## config.mk

```make
export PLATFORM = sky130hd
export DESIGN_NAME = comp4_arbiter
export DESIGN_NICKNAME = d
export VERILOG_FILES = /design/src/rtl/comp4_arb_pkg.sv /design/src/rtl/comp4.sv /design/src/rtl/comp4_rr_pick.sv /design/src/rtl/comp4_arbiter.sv
export SDC_FILE = /design/constraint.sdc
export NUM_CORES = 1
export LEC_CHECK = 0
export CORE_ASPECT_RATIO = 1.25
export CORE_UTILIZATION = 54
export CTS_BUF_LIST = sky130_fd_sc_hd__clkbuf_8
export DETAILED_ROUTE_END_ITERATION = 10
export PLACE_DENSITY_LB_ADDON = 0.08
export SYNTH_ARGS = -nofsm -noshare
export SYNTH_HDL_FRONTEND = slang
export SYNTH_SLANG_ARGS = --single-unit
```

## constraint.sdc

```tcl
create_clock -name clk -period 4.67 [get_ports clk]
set_input_delay 0.934 -clock clk [delete_from_list [all_inputs] [get_ports clk]]
set_output_delay 0.934 -clock clk [all_outputs]
set_load 0.05 [all_outputs]
```

## src/rtl/comp4_arb_pkg.sv

```systemverilog
// Shared types and constants for the comp4 round-robin arbiter slice.
package comp4_arb_pkg;

  localparam int NREQ_MAX = 8;

  typedef enum logic [1:0] {
    IDLE = 2'd0,
    CMP  = 2'd1,
    RESP = 2'd2
  } arb_state_e;

  // Requester ID width; a single-requester build still gets one bit.
  function automatic int id_width(input int n);
    return (n < 2) ? 1 : $clog2(n);
  endfunction

endpackage

```

## src/rtl/comp4.sv

```systemverilog
// Unsigned 4-bit magnitude comparator shared by all requesters.
module comp4 (
  input  logic [3:0] a,
  input  logic [3:0] b,
  output logic       eq,
  output logic       gt,
  output logic       lt
);

  assign eq = (a == b);
  assign gt = (a > b);
  assign lt = (a < b);

endmodule

```

## src/rtl/comp4_rr_pick.sv

```systemverilog
// Combinational round-robin picker: first valid requester at or above rr_ptr, with wrap.
module comp4_rr_pick import comp4_arb_pkg::*; #(
  parameter int NREQ = 4,
  parameter int IDW  = id_width(NREQ)
) (
  input  logic [NREQ-1:0] req_valid,
  input  logic [IDW-1:0]  rr_ptr,
  output logic [NREQ-1:0] grant,
  output logic [IDW-1:0]  idx,
  output logic            any
);

  always_comb begin
    logic [IDW-1:0] cand;
    grant = '0;
    idx   = '0;
    any   = 1'b0;
    cand  = '0;
    for (int i = 0; i < NREQ; i++) begin
      cand = IDW'((int'(rr_ptr) + i) % NREQ);
      if (!any && req_valid[cand]) begin
        any         = 1'b1;
        grant[cand] = 1'b1;
        idx         = cand;
      end
    end
  end

endmodule

```

## src/rtl/comp4_arbiter.sv

```systemverilog
// Round-robin scheduler sharing one comp4 between NREQ valid/ready requesters.
//
// state | meaning
// IDLE  | waiting for a request; req_ready offers the round-robin grant
// CMP   | latched operands drive comp4; flags get registered
// RESP  | result held on rsp_* until rsp_ready
module comp4_arbiter import comp4_arb_pkg::*; #(
  parameter int NREQ = 4,
  parameter int IDW  = id_width(NREQ)
) (
  input  logic              clk,
  input  logic              rst_n,
  input  logic [NREQ-1:0]   req_valid,
  input  logic [4*NREQ-1:0] req_a,
  input  logic [4*NREQ-1:0] req_b,
  output logic [NREQ-1:0]   req_ready,
  output logic              rsp_valid,
  input  logic              rsp_ready,
  output logic [IDW-1:0]    rsp_id,
  output logic              rsp_eq,
  output logic              rsp_gt,
  output logic              rsp_lt,
  output logic              busy
);

  arb_state_e     state;
  logic [IDW-1:0] rr_ptr;
  logic [3:0]     a_q;
  logic [3:0]     b_q;
  logic [IDW-1:0] id_q;

  logic [NREQ-1:0] grant;
  logic [IDW-1:0]  pick_idx;
  logic            pick_any;
  logic            cmp_eq;
  logic            cmp_gt;
  logic            cmp_lt;

  comp4_rr_pick #(.NREQ(NREQ), .IDW(IDW)) u_pick (
    .req_valid (req_valid),
    .rr_ptr    (rr_ptr),
    .grant     (grant),
    .idx       (pick_idx),
    .any       (pick_any)
  );

  comp4 u_comp4 (
    .a  (a_q),
    .b  (b_q),
    .eq (cmp_eq),
    .gt (cmp_gt),
    .lt (cmp_lt)
  );

  // Grant is only offered in IDLE, and forced low while reset is held.
  assign req_ready = (rst_n && state == IDLE) ? grant : '0;
  assign busy      = (state != IDLE);

  always_ff @(posedge clk) begin
    if (!rst_n) begin
      state     <= IDLE;
      rr_ptr    <= '0;
      a_q       <= '0;
      b_q       <= '0;
      id_q      <= '0;
      rsp_valid <= 1'b0;
      rsp_id    <= '0;
      rsp_eq    <= 1'b0;
      rsp_gt    <= 1'b0;
      rsp_lt    <= 1'b0;
    end else begin
      case (state)
        IDLE: begin
          if (pick_any) begin
            a_q    <= req_a[{pick_idx, 2'b00} +: 4];
            b_q    <= req_b[{pick_idx, 2'b00} +: 4];
            id_q   <= pick_idx;
            rr_ptr <= (pick_idx == IDW'(NREQ - 1)) ? '0 : pick_idx + IDW'(1);
            state  <= CMP;
          end
        end
        CMP: begin
          rsp_eq    <= cmp_eq;
          rsp_gt    <= cmp_gt;
          rsp_lt    <= cmp_lt;
          rsp_id    <= id_q;
          rsp_valid <= 1'b1;
          state     <= RESP;
        end
        RESP: begin
          if (rsp_ready) begin
            rsp_valid <= 1'b0;
            state     <= IDLE;
          end
        end
        default: state <= IDLE;
      endcase
    end
  end

endmodule

```

### After elaboration in Yosys (flattened, before gate mapping)

Cells that the tools add are included.
W data, S select, Z words.

* add/sub/neg operators: 4
* $lt $le $gt $ge: 10
* equal/unequal tests: 6
* shift operators: 2
* multiplexer cells: 35
* bitwise logic cells: 3
* reduce and logical (&&, ||, !) cells: 17

Operators with widths (number)
* $shiftx A16 B5 Y4: 2
* $mux W4: 5
* $mux W2: 7
* $mux W1: 13
* $lt A2 B3 Y1 const B: 4
* $or A4 B4 Y4: 3
* $bmux W1 S2: 4
* $demux W1 S2: 4
* $ge A2 B1 Y1 const B: 4
* $logic_and A1 B1 Y1: 8
* $pmux W2 S3: 1
* $reduce_and A2 Y1: 3
* $add A2 B1 Y2 const B: 2
* $add A2 B2 Y2 const B: 2
* $eq A2 B2 Y1 const B: 2
* $eq A4 B4 Y1: 1
* $gt A4 B4 Y1: 1
* $lt A4 B4 Y1: 1
* $ne A2 B2 Y1 const B: 2
* $reduce_bool A2 Y1: 2
* $logic_not A1 Y1: 3
* $eq A2 B1 Y1 const B: 1
* $logic_not A2 Y1: 1
* $pmux W1 S2: 1

* register bits after elaboration: 20
* output and inout port bits: 11

### Logic depth before layout (Yosys ltp)

Gate-level depths: netlist of the first run.

* depth in word-level cells: 14
* gate-level depth with buffers: 16
* depth with buffers taken out: 11

### By module

Synthesis of the first run repeated with hierarchy kept, for this count alone.

* cells, all modules: 145
* area, all modules: 1561.5 µm²

Modules (own cells, without submodules)
* comp4_arbiter: times used 1, cells an instance 84, area each 1011.0 µm²
* comp4_rr_pick: times used 1, cells an instance 45, area each 421.7 µm²
* comp4: times used 1, cells an instance 16, area each 128.9 µm²

### Worst setup path before layout of the first run

Ideal clock, no wire load.

* kind: flip-flop to output port
* start point: reg rr_ptr[0]
* end point: out req_ready[1]
* arrival time: 3.072 ns
* path slack: 0.664 ns
* cell stages (with the launch flop): 14
* path through: dfxtp_1 buf_2 inv_2 ha_1 buf_6 mux4_2 buf_6 nor2b_1 buf_6 buf_2 a22oi_1 nor2_1 a221oi_1 nor2_1

* cells in the longest elaborated chain, start to end: 13

Ends and longest elaborated chain
* from (decl): line comp4_arbiter.sv:27 `logic [IDW-1:0] rr_ptr;`
* from (signal assigned): line comp4_arbiter.sv:78 `rr_ptr <= (pick_idx == IDW'(NREQ - 1)) ? '0 : pick_idx + IDW'(1);`
* branches (longest 11 deep; another with $lt A2 B3 Y1)
* $mux W4 (*): line comp4_rr_pick.sv:21 `if (!any && req_valid[cand]) begin`
* $mux W4 (*): line comp4_arbiter.sv:56 `assign req_ready = (rst_n && state == IDLE) ? grant : '0;`
* to (decl): line comp4_arbiter.sv:16 `output logic [NREQ-1:0] req_ready,`

Mark *: on every way between the ends. The select of a mux whose other input is x is not followed.

### Worst setup path after layout of the first run

* start point: in req_valid[1]
* end point: out req_ready[1]

* cells in the longest elaborated chain, start to end: 13

Ends and longest elaborated chain
* from (decl): line comp4_arbiter.sv:13 `input logic [NREQ-1:0] req_valid,`
* $bmux W1 S2: line comp4_rr_pick.sv:21
* $mux W1 (not written as such): line comp4_rr_pick.sv:21
* $mux W1: line comp4_rr_pick.sv:21
* $logic_not A1 Y1: line comp4_rr_pick.sv:21
* $logic_and A1 B1 Y1: line comp4_rr_pick.sv:21
* $mux W1: line comp4_rr_pick.sv:21
* $logic_not A1 Y1: line comp4_rr_pick.sv:21
* $logic_and A1 B1 Y1: line comp4_rr_pick.sv:21
* $mux W1: line comp4_rr_pick.sv:21
* $logic_not A1 Y1: line comp4_rr_pick.sv:21
* $logic_and A1 B1 Y1: line comp4_rr_pick.sv:21
* $mux W4 (*): line comp4_rr_pick.sv:21
* $mux W4 (*): line comp4_arbiter.sv:56

Every way passes the cells marked *; elsewhere a longest branch is shown, timed or not. The select of a mux whose other input is x is not followed.

==> results by group, run 1 <==
Run status
  – Status: finished, final reports clean

Min path
  – Worst Hold Depth: 2
  – Worst min-delay path endpoint: rsp_id[1]$_SDFFE_PN0P_
  – Hold crit path type: reg2reg
  – Hold path startpoint: id_q[1]$_SDFFE_PN0P_

Job
  – Max cap viols: 0

Worst setup path
  – CP arrival: 3.23 ns
  – Crit Path Max Fanout: 14
  – Reg-to-reg slack, setup: 1.32 ns
  – CP delay by family, top: buffers and inverters
  – WP data required: 3.74 ns
  – Crit Reg-Reg Endpoint: rr_ptr[0]$_SDFFE_PN0P_
  – CP peak stage delay: 0.68 ns
  – Kind of critical path: in2out
  – Critical Path, Cell by Cell: clkdlybuf4s50_1 -> mux4_2 -> nor2b_1 -> a22oi_1 -> nor2_1 -> a221oi_1 -> nor2_1 -> buf_12
  – Startpoint Class: input port
  – FF-to-FF path depth: 13
  – Crit-path most repeated cell: nor2_1
  – CP endpoint kind: primary output
  – Worst reg2reg startpoint: rr_ptr[1]$_SDFFE_PN0P_
  – Bufs and invs on worst path: 2
  – Crit-path slowest cell: mux4_2

STA
  – Final setup viols: 0
  – Fin Clk Skew: 0.002797 ns
  – Setup ws final: 0.5036 ns
  – RSZ-0062 raised after global routing: false
  – Total Neg Setup Slack: 0 ns
  – Peak Freq: 240.0 MHz
  – Least-Margin Pin Slew: 0.7455 ns
  – Rel. slew slack: 0.4965
  – Slew Limit Fails: 0
  – Tcrit/Tclk final: 0.8922
  – Fin. Hold Viols: 0
  – Minimum clock period: 4.166 ns

CTS
  – TritonCTS Buffers: 3
  – Number of post-CTS setup repair buffers: 0
  – CTS Buffer Depth: 2
  – PostCTS Resize Cnt: 0
  – Clk slew on worst S/H paths: 0.07 ns
  – Clock sinks: 20
  – Clock latency on the worst-skew pair: 0.26 ns
  – CTS tree: yes
  – Hold_buf cts: 0
  – H-Tree Depth: 1
  – CTS root buffer: clkbuf_8

Synthesis
  – Synth warn: 0
  – Asr flop ratio synth: 0
  – Post-synth top area share: 0.2129
  – Sequential-to-total area share from yosys stat: 0.2129
  – Mapped Cells: 237
  – Number of synthesized flops with an enable pin: 0
  – Avg Cell Area, Syn: 7.935 µm²
  – Syn_nets: 288
  – Netlist cell types: 55
  – Post-Synthesis Cell Area: 1881 µm²
  – Main synth FF type: dfxtp_1
  – Register bit total from synthesis: 20
  – Main area contributors after synthesis: dfxtp_1, ha_1, nor2_1
  – Synth area leader: dfxtp_1

Routing
  – Initial DRT Pass Iterations: 4
  – Drt total wl: 4959 µm
  – WL/cell: 15.84 µm
  – Antenna-violating nets left: 0
  – Via density per instance: 6.220
  – Vias: 1,947
  – Initial DRC Count: 57
  – DRC violations left: 0

Floorplanning
  – Rows: 23
  – Die Area: 3724 µm²
  – Top-Level Pins: 50
  – Initial core utilization: 0.5783
  – Core area: 3252 µm²
  – Die X: 54.78 µm
  – Die height: 67.98 µm

Power and ir drop
  – P_int: 699.9 µW
  – Pwr/cell area: 557.3 nW/µm²
  – Worst vdd ir: 0.3776 mV
  – Leak pwr: 0.0008997 µW
  – NetSw: 653.6 µW
  – Gate power share: 0.713
  – Register share of total power: 0.191
  – Switching Share: 0.4829
  – Clock power frac: 0.097

Global route
  – Initial antenna violation count: 0
  – Gr usage total: 0.3039
  – Total grt overflow: 0
  – Vias in the first global route: 1,804
  – First-pass GRT wire length: 8259 µm
  – Largest net degree at the start of global routing: 29

Layout
  – Final nets: 328
  – Post-layout util: 0.7468
  – Diode count: 0
  – Layout area overhead: 29.14%
  – Share of cells above drive strength 1: 0.1051
  – Post-Layout Cell Count: 313

Placed design
  – Post-Place Setup Slack: 0.5393 ns
  – # placed instances: 309
  – Gpl congestion: 0.8594
  – IO buf count: 49
  – HPWL after detailed placement: 3662 µm
## cell usage in the layout, fill, tap and decap left out, drive strengths merged, types with 4 or more instances in the layout
master | Yosys | layout
clkdlybuf4s50 | 0 | 45
or3 | 4 | 4
ha | 12 | 12
dfxtp | 20 | 20
mux2 | 5 | 5
a22oi | 5 | 5
or3b | 4 | 4
nand2 | 16 | 16
nor2b | 4 | 4
o22ai | 5 | 5
nand3 | 11 | 11
inv | 12 | 12
a221oi | 4 | 4
a21oi | 17 | 17
buf | 11 | 7
o21ai | 10 | 10
o211ai | 4 | 4
clkbuf | 6 | 4
nor2 | 29 | 29
## layout make-up
cell class	count	area [µm²]
Multi-Input combinational cell	188	1326
Fill cell	252	823.3
Timing Repair Buffer	52	553.0
Sequential cell	20	400.4
Clock buffer	4	55.05
Inverter	12	47.55
Tap cell	37	46.29
## metrics by stage
step	hold slack (ns)	total power, µW	area [µm²]
after detailed placement	0.4448	1197	2374
after global routing	0.4742	1475	2429
after floorplan	0.4322	1014	1881
after global placement	0.4388	1184	2374
final	0.4568	1354	2429
after CTS	0.4559	1349	2429
## flip-flops by register name, summed over array words and instances (netlist names)
register,flops
a_q,4
b_q,4
id_q,2
rr_ptr,2
rsp_eq,1
rsp_gt,1
rsp_id,2
rsp_lt,1
rsp_valid,1
state,2
## worst max-delay path by stage
stage / start / to / slack, ns / depth (start not counted)
2_1_floorplan: rr_ptr[0]$_SDFFE_PN0P_ / req_ready[1] / 0.66 / 13
3_3_place_gp: req_valid[1] / req_ready[3] / 0.61 / 8
3_5_place_dp: req_valid[1] / req_ready[1] / 0.54 / 8
4_1_cts: req_valid[1] / req_ready[1] / 0.53 / 8
5_1_grt: req_valid[1] / req_ready[1] / 0.33 / 8
6_report: req_valid[1] / req_ready[1] / 0.50 / 8
## power by group through the flow
stage / Clock, µW / Combinational (µW) / Sequential, µW
finish: 131 / 964 / 258
global route: 139 / 1070 / 267
CTS: 133 / 957 / 259
detailed placement: 0 / 936 / 261
global placement: 0 / 925 / 259
floorplan: 0 / 722 / 291
## layer usage
metal | routed length (µm) | vias to the layer above | track usage
li1 | - | 969 | -
met1 | 2091 | 904 | 0.3783
met2 | 2556 | 65 | 0.5196
met3 | 212 | 9 | 0.03556
met4 | 99 | 0 | 0.1122
met5 | 0 | - | 0
## cells by family (layout without fill, tap and decap cells)
| kind of cell | count (synthesis) | after routing | share of synthesized area |
|---|---|---|---|
| fa+ha+maj | 12 | 12 | 0.07984 |
| flops | 20 | 20 | 0.2129 |
| mux | 11 | 11 | 0.08183 |
| simple gates | 88 | 88 | 0.2349 |
| compound gates | 77 | 77 | 0.3087 |
| buf+inv | 29 | 68 | 0.08183 |
## tightest hold or removal path, cell delays in order, from the launching register on
cell,delay (ns)
dfxtp_1,0.31
nand2_1,0.05
a21oi_1,0.05
## synthesized netlist by cell type (4+ instances only)
| cell type | instances |
|---|---|
| nor2_1 | 29 |
| dfxtp_1 | 20 |
| a22oi_1 | 5 |
| nand3_1 | 11 |
| ha_1 | 12 |
| o21ai_0 | 8 |
| clkbuf_1 | 6 |
| a21oi_1 | 16 |
| buf_2 | 4 |
| a221oi_1 | 4 |
| mux2_2 | 5 |
| o22ai_1 | 5 |
| nor2b_1 | 4 |
| nand2_1 | 16 |
| buf_6 | 4 |
| inv_1 | 10 |
| or3_1 | 4 |
| o211ai_1 | 4 |
(Power assumes the default switching activity.)
==> run 2: changes to the inputs <==
--- a/config.mk
+++ b/config.mk
@@ -10,6 +10,7 @@
 export CTS_BUF_LIST = sky130_fd_sc_hd__clkbuf_8
 export DETAILED_ROUTE_END_ITERATION = 10
 export PLACE_DENSITY_LB_ADDON = 0.08
+export SKIP_LAST_GASP = 1
 export SYNTH_ARGS = -nofsm -noshare
 export SYNTH_HDL_FRONTEND = slang
 export SYNTH_SLANG_ARGS = --single-unit
==> results of run 2 <==
No change in the layout: final DEF, timing and power equal those of run 1.
